File: src/rtl/mm_pkg.sv
// Shared types and sizing helpers for the matrix-vector multiply engine.
package mm_pkg;

  typedef enum logic [1:0] {
    IDLE = 2'd0,
    RUN  = 2'd1,
    DONE = 2'd2
  } mm_state_t;

  localparam int MM_ROW_SEL_W = 32;

  // Accumulator width that holds one full pass of N signed products without overflow.
  function automatic int mm_acc_w(input int n, input int dw);
    return 2 * dw + $clog2(n);
  endfunction

endpackage

File: src/rtl/mm_mac_lane.sv
// One multiply-accumulate lane: owns a single signed accumulator register.
module mm_mac_lane #(
  parameter int DW    = 8,
  parameter int ACC_W = 18
) (
  input  logic                    clk,
  input  logic                    reset,
  input  logic                    clr,
  input  logic                    en,
  input  logic signed [DW-1:0]    a,
  input  logic signed [DW-1:0]    b,
  output logic signed [ACC_W-1:0] acc
);

  logic signed [2*DW-1:0]  w_prod;
  logic signed [ACC_W-1:0] r_acc;

  assign w_prod = a * b;
  assign acc    = r_acc;

  // Accumulator: clear wins over accumulate; the sum wraps modulo 2^ACC_W.
  always_ff @(posedge clk) begin
    if (reset) begin
      r_acc <= '0;
    end else if (clr) begin
      r_acc <= '0;
    end else if (en) begin
      r_acc <= r_acc + ACC_W'(w_prod);
    end
  end

endmodule

File: src/rtl/mm_vec_engine.sv
// Signed N x N matrix times N-vector engine: N parallel MAC lanes, one column per cycle,
// start/busy/done handshake and a registered row-select read port.
module mm_vec_engine
  import mm_pkg::*;
#(
  parameter int N     = 4,
  parameter int DW    = 8,
  parameter int ACC_W = mm_acc_w(N, DW)
) (
  input  logic                    clk,
  input  logic                    reset,
  input  logic                    wr_en,
  input  logic                    wr_is_vec,
  input  logic [$clog2(N)-1:0]    wr_row,
  input  logic [$clog2(N)-1:0]    wr_col,
  input  logic signed [DW-1:0]    wr_data,
  input  logic                    acc_mode,
  input  logic                    start,
  output logic                    busy,
  output logic                    done,
  input  logic [MM_ROW_SEL_W-1:0] row_sel,
  output logic signed [ACC_W-1:0] row_out
);

  localparam int CW = $clog2(N);

  mm_state_t               r_state;
  mm_state_t               w_next;
  logic [CW-1:0]           r_col_cnt;
  logic signed [DW-1:0]    r_a [N][N];
  logic signed [DW-1:0]    r_v [N];
  logic signed [ACC_W-1:0] w_acc [N];
  logic signed [ACC_W-1:0] r_row_out;
  logic                    r_busy;
  logic                    r_done;
  logic                    w_run;
  logic                    w_go;
  logic                    w_clr;
  logic                    w_wr_ok;
  logic                    w_last;

  assign w_run   = (r_state == RUN);
  assign w_go    = (r_state == IDLE) && start;
  assign w_clr   = w_go && !acc_mode;
  assign w_wr_ok = wr_en && (r_state != RUN);
  assign w_last  = (r_col_cnt == CW'(N - 1));
  assign busy    = r_busy;
  assign done    = r_done;
  assign row_out = r_row_out;

  // Next-state decode.
  always_comb begin
    w_next = r_state;
    case (r_state)
      IDLE: begin
        if (start) w_next = RUN;
        else       w_next = IDLE;
      end
      RUN: begin
        if (w_last) w_next = DONE;
        else        w_next = RUN;
      end
      DONE:    w_next = IDLE;
      default: w_next = IDLE;
    endcase
  end

  // State register; busy/done are registered from the next state so they align with it.
  always_ff @(posedge clk) begin
    if (reset) begin
      r_state <= IDLE;
      r_busy  <= 1'b0;
      r_done  <= 1'b0;
    end else begin
      r_state <= w_next;
      r_busy  <= (w_next == RUN);
      r_done  <= (w_next == DONE);
    end
  end

  // Column counter walks 0..N-1 during RUN.
  always_ff @(posedge clk) begin
    if (reset) begin
      r_col_cnt <= '0;
    end else if (w_go || (w_run && w_last)) begin
      r_col_cnt <= '0;
    end else if (w_run) begin
      r_col_cnt <= r_col_cnt + CW'(1);
    end
  end

  // Operand storage; writes are locked out while a pass is running.
  always_ff @(posedge clk) begin
    if (reset) begin
      for (int r = 0; r < N; r++) begin
        r_v[r] <= '0;
        for (int c = 0; c < N; c++) begin
          r_a[r][c] <= '0;
        end
      end
    end else if (w_wr_ok) begin
      if (wr_is_vec) r_v[wr_col] <= wr_data;
      else           r_a[wr_row][wr_col] <= wr_data;
    end
  end

  for (genvar r = 0; r < N; r++) begin : g_lane
    mm_mac_lane #(
      .DW    (DW),
      .ACC_W (ACC_W)
    ) u_lane (
      .clk   (clk),
      .reset (reset),
      .clr   (w_clr),
      .en    (w_run),
      .a     (r_a[r][r_col_cnt]),
      .b     (r_v[r_col_cnt]),
      .acc   (w_acc[r])
    );
  end

  // Registered read port; out-of-range rows read as zero.
  always_ff @(posedge clk) begin
    if (reset) begin
      r_row_out <= '0;
    end else if (row_sel < MM_ROW_SEL_W'(N)) begin
      r_row_out <= w_acc[row_sel[CW-1:0]];
    end else begin
      r_row_out <= '0;
    end
  end

endmodule

File: config.mk
export PLATFORM = sky130hd
export DESIGN_NAME = mm_vec_engine
export DESIGN_NICKNAME = d
export VERILOG_FILES = /design/src/rtl/mm_pkg.sv /design/src/rtl/mm_mac_lane.sv /design/src/rtl/mm_vec_engine.sv
export SDC_FILE = /design/constraint.sdc
export NUM_CORES = 1
export LEC_CHECK = 0
export ABC_AREA = 0
export ABC_CLOCK_PERIOD_IN_PS = 13500
export CAP_MARGIN = 10
export CORE_MARGIN = 5
export CORE_UTILIZATION = 35
export CTS_CLUSTER_SIZE = 16
export DETAILED_ROUTE_END_ITERATION = 10
export PLACE_DENSITY = 0.55
export REMOVE_ABC_BUFFERS = 1
export SKIP_CTS_REPAIR_TIMING = 1
export SLEW_MARGIN = 10
export SYNTH_ARGS = -nofsm -noshare
export SYNTH_HDL_FRONTEND = slang
export SYNTH_SLANG_ARGS = --single-unit
File: constraint.sdc
create_clock -name clk -period 13.5 [get_ports clk]
set_input_delay 3.375 -clock clk [delete_from_list [all_inputs] [get_ports clk]]
set_output_delay 3.375 -clock clk [all_outputs]
set_load 0.02 [all_outputs]
==> After elaboration in Yosys (flattened, before gate mapping) <==
Memory sizes are Yosys's and may differ from the RTL's. A register that Yosys moved wholly into a read port is not among the register bits.
Index checks and enable logic that the tools add are counted.
W data, S select, Z words.
{ "totals": {"ff_bits": 96, "latchBits": 0, "ramBits": 160, "romBits": 0, "input_bits": 50, "out_inout_bits": 20, "wordCells": 85, "n_memories": 2} }
{ "mem_list": {"columns": ["memory", "words", "width", "rd", "rd_ports_with_merged_regs", "write_ports", "line", "rtl"], "rows": [
  ["r_a", 4, 32, 4, 0, 4, "mm_vec_engine.sv:30", "logic signed [DW-1:0] r_a [N][N];"],
  ["r_v", 4, 8, 1, 1, 4, "mm_vec_engine.sv:31", "logic signed [DW-1:0] r_v [N];"]
]} }
{ "op_classes": {"addsub": 5, "multipliers": 4, "div_mod_pow": 0, "magnitude_cmp": 5, "eq_ne": 5, "shift": 0, "n_mux": 38, "n_bitwise": 4, "reduce_logical": 13} }
{ "ops": {"columns": ["cell", "count"], "rows": [
  ["$mux W32", 3],
  ["$mux W8", 10],
  ["$add A18 B16 Y18", 4],
  ["$bmux W8 S2", 4],
  ["$mul A8 B8 Y16", 4],
  ["$bmux W18 S2", 1],
  ["$mux W18", 2],
  ["$lt A32 B3 Y1 const B", 1],
  ["$reduce_or A32 Y1", 1],
  ["$demux W8 S2", 1],
  ["$mux W1", 11],
  ["$mux W2", 5],
  ["$ge A3 B3 Y1 const B", 3],
  ["$not A2 Y3", 3],
  ["$reduce_or A8 Y1", 1],
  ["$reduce_or A2 Y1", 3],
  ["$logic_and A1 B1 Y1", 5],
  ["$eq A2 B1 Y1 const B", 2],
  ["$eq A2 B2 Y1 const B", 2],
  ["$pmux W2 S2", 1],
  ["$lt A3 B1 Y1 const B", 1],
  ["$add A2 B1 Y2 const B", 1],
  ["$logic_not A2 Y1", 1],
  ["$ne A2 B1 Y1 const B", 1],
  ["other kinds (3)", 3]
]} }

==> Depth between registers and ports, before layout <==
Gate-level depths: netlist of the first run.
{ "depth": {"ltp_word": 8, "mapped_depth": 24, "mapped_depth_nobuf": 22} }

==> Hierarchy <==
Synthesis of the first run repeated with hierarchy kept, for this count alone.
{ "unflattened": {"hier_cells": 2181, "hier_area_um2": 23945.5} }
{ "by_module_without_submodules": {"columns": ["mod", "n_inst", "cells_per_inst", "area_each_um2", "seq_area_each_um2"], "rows": [
  ["mm_vec_engine", 1, 565, 8455.6, 5325.1],
  ["mm_mac_lane at g_lane[0].u_lane ...", 2, 399, 3867.5, 360.3],
  ["mm_mac_lane at g_lane[2].u_lane", 1, 409, 3885.0, 360.3],
  ["mm_mac_lane at g_lane[3].u_lane", 1, 409, 3870.0, 360.3]
]} }

==> Worst setup path after synthesis of the first run <==
No wires, ideal clock.
{ "synth_path": {"kind": "register -> register", "from": "register r_col_cnt[1]", "to": "register g_lane[2].u_lane.r_acc[17]", "setup_time_ns": 0.076, "arrival_time_ns": 5.676, "required_time_ns": 13.424, "slack_ns": 7.748, "stages_incl_launch_ff": 20, "path_buffers": 2, "synth_period_minus_slack_ns": 5.752, "cell_sequence": "dfxtp_1 clkbuf_1 buf_2 mux4_2 and2_1 inv_1 fa_1 inv_1 fa_1 fa_1 fa_1 fa_1 ha_1 o21a_1 o21a_1 a41oi_1 o21ai_1 nand3_1 mux2_2 o22ai_1"} }
{ "synth_between": {"elab_chain_len": 6} }
{ "synth_rtl": {"columns": ["item", "line", "rtl"], "rows": [
  ["from (decl)", "mm_vec_engine.sv:29", "logic [CW-1:0] r_col_cnt;"],
  ["from (signal assigned)", "mm_vec_engine.sv:88", "r_col_cnt <= r_col_cnt + CW'(1);"],
  ["$not A2 Y3 (implied by the code)", "mm_vec_engine.sv:116", ".a (r_a[r][r_col_cnt]),"],
  ["$bmux W8 S2", "mm_vec_engine.sv:116", null],
  ["$mux W8 (implied by the code) (2 in a row)", "mm_vec_engine.sv:116", null],
  ["$mul A8 B8 Y16", "mm_mac_lane.sv:18", "assign w_prod = a * b;"],
  ["$add A18 B16 Y18", "mm_mac_lane.sv:28", "r_acc <= r_acc + ACC_W'(w_prod);"],
  ["to (signal assigned)", "mm_mac_lane.sv:28", null],
  ["to (decl)", "mm_mac_lane.sv:16", "logic signed [ACC_W-1:0] r_acc;"]
]} }
Every way passes these cells. The select of a mux whose other input is x is not followed.
A chain may end at the register's enable or synchronous reset.

==> flow_summary.toml, run 1 <==
[placed_design]
pre_cts_slack_ns = 6.736
port_buffers = 69
dp_hpwl_mm = 44.07
dp_cells = 3071
gp_congestion = 0.8541

[timing]
finalClockSkew_ns = 0.02182
slew_headroom_pct = 25.77
min_period_ns = 6.738
tightest_slew_ns = 1.110
fin_ws_ns = 6.762
max_freq_mhz = 148.4
finalHoldViolations = 0
fin_crit_sh_pct = 49.91
setup_viol = 0
rsz0062_at_grt = "false"
finalMaxSlewViolations = 0
fin_tns_setup_ns = 0

[pwr]
p_sw_mw = 2.159
p_seq_share_pct = 19.6
ir_worst_vdd_uv = 91.43
switching_share_pct = 43.43
total_power_mw = 4.971
pwr-share-comb_pct = 62.3
power_density_nw_per_um2 = 188.2
pwr-share-clk_pct = 18.1
intPower_mw = 2.812
p_leak_nw = 11.76

[setup_path]
worst_ep_arrival_time_ns = 7.13
critPathKind = "reg -> reg"
required_ns = 13.89
r2r_slack_ns = 6.76
cp_max_fo = 25
cp-start-kind = "flip-flop"
critPathCaptureType = "flip-flop"

[cts]
clock_sink_count = 258
clk_pin_slew_ns = 0.06
clock_latency_ns = 0.56
root_buffer = "clkbuf_16"
htreeDepth = 2
cts_made_buffers = 34
tritoncts = "done"
clk_path_buf_depth = 3

[cells_and_area]
nNetsFinal = 2773
stdcell_count = 3133
ff_latch_area_sq_um = 6768
final_util_pct = 39.32
final_common_cell = "inv_1"
final_cell_mix = "inv_1, fa_1, and2_1"
drive_gt1_share_pct = 7.304
area_delta_synth_final_pct = 11.27
multiInputGateArea_sq_um = 15370
fill_cells = 6455

[detailed_routing]
ant_nets = 0
initialDrtViolationCount = 854
dr.pass1.iters = 5
wl_per_cell_um = 18.83
drc = 0
wl_mm = 59.00
post_drt_via_cell_ratio = 4.929
vias = 15441

[yosys]
syn_area_per_cell_sq_um = 10.79
yosysSeqAreaShare_pct = 28.51
async_flop_share_pct = 0
synthFlopType = "edfxtp_1"
synth-edff-count = 160
synth_cell_type_count = 59
synthCells = 2200
synth_area_sq_um = 23730
yosysWarnings = 0
ys_seq_elements = 258

[flow_run]
drv_cap = 0

[global_route]
antenna_found_initial = 1
track_usage_pct = 16.65
grt_pass1_wl_mm = 96.77
grt_overflow = 0
grt_pass1_vias = 17207
grt_max_degree = 62

[outcome]
status = "finished, final reports clean"

[die]
die_x_um = 270.4
core-area_sq_um = 67160
die_h_um = 270.4
dieArea_sq_um = 73120
ios = 70
rows = 95
start_util_pct = 35.34

[worst_hold_path]
min_path_type = "reg -> reg"
## power groups by stage
stage	logic [mW]	clock network, mW	registers (mW)
detailed placement	3.09	0	0.993
finish	3.10	0.898	0.976
global route	3.57	0.958	0.983
global placement	3.05	0	0.992
CTS	3.13	0.927	0.977
floorplan	2.45	0	0.956
## registers in the layout, indices dropped and copies added (netlist names), named ones only
| register | cells |
|---|---|
| r_a | 128 |
| g_lane.u_lane.acc | 72 |
| r_v | 32 |
| row_out | 18 |
| r_col_cnt | 2 |
| r_state | 2 |
| busy | 1 |
| done | 1 |
## critical path, stage by stage, from the launching register on
cell      delay (ns)
dfxtp_1         0.64
mux2_2          0.40
o21ai_2         0.40
buf_4           0.43
inv_1           0.35
nand2_1         0.17
fa_1            0.44
fa_1            0.50
inv_1           0.06
fa_1            0.50
fa_1            0.52
fa_1            0.49
ha_1            0.35
o21ai_0         0.23
o21bai_1        0.11
a21oi_1         0.34
nor3_1          0.12
or3_1           0.36
nand3_1         0.09
a21oi_1         0.08
## synthesized netlist by cell type (8+ instances only)
cell type / instances / area, sq um
inv_1: 345 / 1295
fa_1: 320 / 6406
and2_1: 300 / 1877
nand2_1: 198 / 743.2
ha_1: 169 / 2115
edfxtp_1: 160 / 4805
dfxtp_1: 98 / 1962
nor2_1: 87 / 326.6
a21oi_1: 84 / 420.4
clkbuf_1: 72 / 270.3
mux4_2: 56 / 1261
xnor2_1: 47 / 411.6
o21ai_0: 36 / 180.2
or2_2: 20 / 125.1
nor3_1: 18 / 90.09
a21o_1: 17 / 127.6
xor2_1: 17 / 148.9
a211oi_1: 16 / 120.1
o21bai_1: 14 / 105.1
nand3_1: 11 / 55.05
nor2b_1: 11 / 68.82
o21a_1: 11 / 82.58
buf_2: 9 / 45.04
o211ai_1: 8 / 60.06
## logic make-up after synthesis
logic type | Yosys count | synth area share [%]
AOI/OAI and AO/OA | 213 | 5.683
xor gates and xnor gates | 64 | 2.362
adders and majority gates | 489 | 35.90
buffers and inverters | 428 | 6.817
DFF | 258 | 28.51
muxes | 65 | 5.731
and+or+nand+nor | 683 | 14.99
## stage by stage
| stage | area (sq um) | hold slack (ns) |
|---|---|---|
| after global placement | 25310 | 0.4579 |
| after detailed placement | 25310 | 0.4669 |
| after global routing | 26410 | 0.4921 |
| final | 26410 | 0.4743 |
| after floorplan | 23410 | 0.4461 |
| after CTS | 26410 | 0.4752 |
## layout make-up
| cell class | instances | area share [%] |
|---|---|---|
| Timing Repair Buffer | 81 | 2.957 |
| Antenna cell | 1 | 0.009476 |
| Tap cell | 873 | 4.136 |
| Clock buffer | 41 | 3.440 |
| Multi-Input combinational cell | 1514 | 58.21 |
| Inverter | 345 | 4.904 |
| Clock inverter | 20 | 0.7154 |
| Sequential cell | 258 | 25.63 |
## routing by layer
layer  vias to the layer above  global-route usage [%]  wire (um)
li1                       7149                       -          -
met1                      7990                   21.46      25680
met2                       229                   29.92      30020
met3                        73                   2.212       1963
met4                         0                   3.801       1335
met5                         -                       0          0
## path summary, 6_finish.rpt
path | startpoint | to | cells after the start
max | flip-flop | g_lane[2].u_lane.acc[16] | 19
min | g_lane[0].u_lane.acc[3] | g_lane[0].u_lane.acc[3] | 2
max reg2reg | flip-flop | g_lane[2].u_lane.acc[16] | 19
min reg2reg | g_lane[0].u_lane.acc[3] | g_lane[0].u_lane.acc[3] | 2
Power figures use the tool's default switching activity.
==> run 2: changes to the inputs <==
--- a/config.mk
+++ b/config.mk
@@ -6,7 +6,7 @@
 export NUM_CORES = 1
 export LEC_CHECK = 0
 export ABC_AREA = 0
-export ABC_CLOCK_PERIOD_IN_PS = 13500
+export ABC_CLOCK_PERIOD_IN_PS = 6700
 export CAP_MARGIN = 10
 export CORE_MARGIN = 5
 export CORE_UTILIZATION = 35
==> constraint.sdc (replaced) <==
create_clock -name clk -period 6.7 [get_ports clk]
set_input_delay 1.675 -clock clk [delete_from_list [all_inputs] [get_ports clk]]
set_output_delay 1.675 -clock clk [all_outputs]
set_load 0.02 [all_outputs]
==> run 2 against run 1 <==
  * Final area grew 0.42%
  * Wire length is 1.0% higher
  * Sequential power rose by 100%
  * Total power rose by 100%
  * Via count fell by 0.63%
  * Clock skew rose by 0.013 ns
  * Clock-buffer cell count decreased by 4
  * Maximum frequency is 7.9% higher
==> flow_summary.toml, run 2 (synthesis gave the netlist of run 1 again) <==
[outcome]
status = "finished, final reports clean"

[die]
dieArea_sq_um = 73120
core-area_sq_um = 67160
die_h_um = 270.4
start_util_pct = 35.34
die_x_um = 270.4
ios = 70
rows = 95

[global_route]
grt_pass1_wl_mm = 97.88
antenna_found_initial = 3
grt_max_degree = 62
grt_overflow = 0
grt_pass1_vias = 17113
track_usage_pct = 16.82

[detailed_routing]
initialDrtViolationCount = 795
wl_mm = 59.61
drc = 0
dr.pass1.iters = 5
post_drt_via_cell_ratio = 4.888
wl_per_cell_um = 18.99
ant_nets = 0
vias = 15344

[timing]
tightest_slew_ns = 1.149
finalHoldViolations = 0
hold_ws_ns = 0.4764
fin_crit_sh_pct = 93.17
min_period_ns = 6.242
slew_headroom_pct = 23.19
setup_viol = 0
rsz0062_at_grt = "false"
max_freq_mhz = 160.2
finalMaxSlewViolations = 0
finalClockSkew_ns = 0.03463

[cts]
cts_made_buffers = 30
htreeDepth = 1
root_buffer = "clkbuf_16"
clk_pin_slew_ns = 0.06
tritoncts = "done"
clock_sink_count = 258
clk_path_buf_depth = 3
clock_latency_ns = 0.59

[placed_design]
gp_congestion = 0.8237
port_buffers = 69
dp_hpwl_mm = 45.39

[cells_and_area]
largest_register_ffs = 128
top_register = "r_a"
drive_gt1_share_pct = 7.774
final_common_cell = "inv_1"
nNetsFinal = 2779
final_cell_mix = "inv_1, fa_1, and2_1"
area_delta_synth_final_pct = 11.74

[pwr]
p_leak_nw = 11.82
power_density_nw_per_um2 = 380.8
total_power_mw = 10.10
ir_worst_vdd_uv = 220.0

[setup_path]
cp_max_fo = 23
cp-start-kind = "flip-flop"
critPathCaptureType = "flip-flop"
required_ns = 7.20
worst_ep_arrival_time_ns = 6.74
critPathKind = "reg -> reg"

[flow_run]
drv_cap = 0

[worst_hold_path]
min_path_type = "reg -> reg"
run 2: final cells by class:
cell class,instances,area [sq um]
Antenna cell,2,5.005
Tap cell,873,1092
Multi-Input combinational cell,1514,15370
Clock inverter,19,289.0
Inverter,345,1295
Clock buffer,37,817.0
Fill cell,6480,40640
Sequential cell,258,6768
Timing Repair Buffer,91,880.8
run 2: through the flow:
step	instances	TNS, ns	utilization, %	setup WS (ns)	instance area [sq um]
final	3139	0	39.49	0.4578	26520
after global routing	3137	0	39.48	0.04159	26510
after CTS	3137	0	39.48	0.3914	26510
after detailed placement	3081	0	37.83	0.4423	25410
after global placement	3081	0	37.83	0.5080	25410
after floorplan	2117	-0.3886	-	-0.1498	23410
run 2: final timing paths:
check,start,endpoint,slack (ns),cells past startpoint
min,g_lane[3].u_lane.acc[0],g_lane[3].u_lane.acc[0],0.48,2
max,r_col_cnt[0],g_lane[3].u_lane.acc[17],0.46,18
min reg2reg,g_lane[3].u_lane.acc[0],g_lane[3].u_lane.acc[0],0.48,2
max reg2reg,r_col_cnt[0],g_lane[3].u_lane.acc[17],0.46,18
run 2: critical path, cell delays in order (launching register included):
cell      delay [ns]
dfxtp_2         0.62
buf_12          0.27
mux4_2          0.65
and2_1          0.42
fa_1            0.58
inv_1           0.06
fa_1            0.49
inv_1           0.05
fa_1            0.54
fa_1            0.42
ha_1            0.29
ha_1            0.37
nand4_1         0.14
o21bai_1        0.21
o21ai_1         0.22
a41oi_2         0.16
xnor2_1         0.16
or3_1           0.31
a21oi_1         0.14
run 2: per-layer routing:
| layer | wire length, um | vias to the layer above | track usage, % |
|---|---|---|---|
| met1 | 26880 | 7882 | 22.94 |
| met5 | 0 | - | 0 |
| met2 | 29160 | 238 | 28.86 |
| met3 | 2299 | 65 | 2.292 |
| li1 | - | 7159 | - |
| met4 | 1269 | 0 | 3.478 |
run 2: power breakdown:
group / internal (mW) / switching, mW / total [mW]
logic: 2.82 / 3.48 / 6.29
registers: 1.82 / 0.153 / 1.97
clock network: 1.11 / 0.724 / 1.83
total: 5.74 / 4.36 / 10.1
==> RTL edit: new RTL, config.mk and constraints of run 2 <==
Reset style: asynchronous (`reset`), changed in 5 clocked blocks.
--- a/src/rtl/mm_mac_lane.sv
+++ b/src/rtl/mm_mac_lane.sv
@@ -21,3 +21,3 @@
   // Accumulator: clear wins over accumulate; the sum wraps modulo 2^ACC_W.
-  always_ff @(posedge clk) begin
+  always_ff @(posedge clk or posedge reset) begin
     if (reset) begin
--- a/src/rtl/mm_vec_engine.sv
+++ b/src/rtl/mm_vec_engine.sv
@@ -68,3 +68,3 @@
   // State register; busy/done are registered from the next state so they align with it.
-  always_ff @(posedge clk) begin
+  always_ff @(posedge clk or posedge reset) begin
     if (reset) begin
@@ -81,3 +81,3 @@
   // Column counter walks 0..N-1 during RUN.
-  always_ff @(posedge clk) begin
+  always_ff @(posedge clk or posedge reset) begin
     if (reset) begin
@@ -92,3 +92,3 @@
   // Operand storage; writes are locked out while a pass is running.
-  always_ff @(posedge clk) begin
+  always_ff @(posedge clk or posedge reset) begin
     if (reset) begin
@@ -122,3 +122,3 @@
   // Registered read port; out-of-range rows read as zero.
-  always_ff @(posedge clk) begin
+  always_ff @(posedge clk or posedge reset) begin
     if (reset) begin
Behaviour: differs if reset is asserted again (counterexample within 4 cycles, from zero or initial values and one cycle with reset high); with reset held inactive, the same outputs for 4 cycles.
==> RTL edit against run 2 <==
  * Worst hold slack better by 25 ps
  * Cell count down 2.0%
  * Cell area increased by 1.2%
  * Critical path depth down 3
  * Synthesized area rose by 0.90%
  * Worst setup slack worse by 31 ps
  * Clock skew down 22 ps
  * Sequential cell count is 2 lower
  * Non-clock buffer count is 6 higher
  * Wire length decreased by 0.37%
  * Critical path type unchanged
Power is left out: the tool's default activity adds up to more than one toggle a clock period on the data nets, which glitch-free logic cannot reach.
==> RTL edit: results <==
metrics = {
    "detailed_routing": {
        "maxUsedRoutingLayer": "met4",
        "wl_per_cell_um": 19.3,
        "m1WireLength_mm": 27.0,
        "met3_length_mm": 2.28,
        "drt_iter0_drc": 912,
        "vias": 15600,
        "wl_met2_mm": 28.8,
        "drt_pre_antenna_iters": 5,
    },
    "cts": {
        "clk_latency_ps": 600,
        "clk_pin_slew_ps": 70,
        "clockBufferDepth": 3,
        "cts_root_buf": "clkbuf_16",
        "numCtsBuffers": 31,
        "htree_num_levels": 1,
    },
    "global_route": {
        "antenna_found_initial": 3,
        "use_met1": 0.228,
        "grt_max_degree": 115,
        "grtUsageMet2": 0.279,
        "grt_pass1_wl_mm": 98.3,
        "grt_pass1_vias": 17500,
        "met3_usage": 0.0237,
        "grt_overflow": 0,
        "grt_usage": 0.166,
    },
    "setup_path": {
        "timing.rr.start": "r_col_cnt[0]",
        "crit_family": "adder cells",
        "crit_slowest_cell": "mux4_2",
        "critPathArrivalTime_ps": 6730,
        "cp-start-kind": "flip-flop",
        "crit_fanout": 32,
        "slowest_delay_ps": 870,
    },
    "min_path": {
        "min_from": "r_a[11]",
        "hp-class": "flip-flop to flip-flop",
    },
    "placement": {
        "dp_hpwl_mm": 45.8,
        "gp_congestion": 0.832,
        "placed_area_mm2": 0.0257,
        "io_buffers": 69,
    },
    "synthesis": {
        "yosysSeqAreaShare": 0.268,
        "yosys.area_share.xor_xnor": 0.0157,
        "synth_compound_gate_area_share": 0.0601,
        "synth_cell_types": 67,
        "synth_area_leaders": "dfrtp_1, fa_1, ha_1, mux2_2, inv_1",
        "yosys_warnings": 0,
        "ys_top_cells_by_count": "inv_1, fa_1, dfrtp_1, ha_1, mux2_2",
        "synth_mux_area_frac": 0.130,
        "synth_top_cell_area_share": 0.268,
        "async_flop_share": 1.00,
        "synthAdderAreaFrac": 0.356,
    },
    "cells_and_area": {
        "layout-drive-gt1-share": 0.150,
        "finish.net_count": 2706,
        "largest_register_ffs": 128,
        "regMostFlops": "r_a",
    },
    "sta": {
        "maxSlewHeadroom": 0.278,
        "skew_ps": 12.3,
    },
    "status": {
        "status": "finished, final reports clean",
    },
}
## RTL edit: layout make-up
cell class                      instances  area (µm²)
Sequential cell                       256        6410
Clock buffer                           39         826
Tap cell                              882        1100
Inverter                              362        1370
Multi-Input combinational cell       1419       15900
Fill cell                            6574       41400
Clock inverter                         18         285
Timing Repair Buffer                   97         926
Antenna cell                            3        7.51
## RTL edit: worst paths after layout
path,to,slack (ps),cells after the start
setup reg to reg,g_lane[2].u_lane.acc[17],430,15
setup / recovery,g_lane[2].u_lane.acc[17],430,15
hold / removal,r_a[11],500,1
hold reg to reg,r_a[11],500,1
min in group asynchronous,r_a[42],1580,2
max in group asynchronous,g_lane[0].u_lane.acc[11],3910,3
## RTL edit: through the flow
stage               TNS, ps  std cells  worst slack [ps]  hold slack (ps)
global route              0       3073              54.4              512
finish                    0       3076               427              501
global placement          0       3016               416              482
detailed placement        0       3016               398              488
CTS                       0       3073               371              504
floorplan           -541940       2037             -2020              466
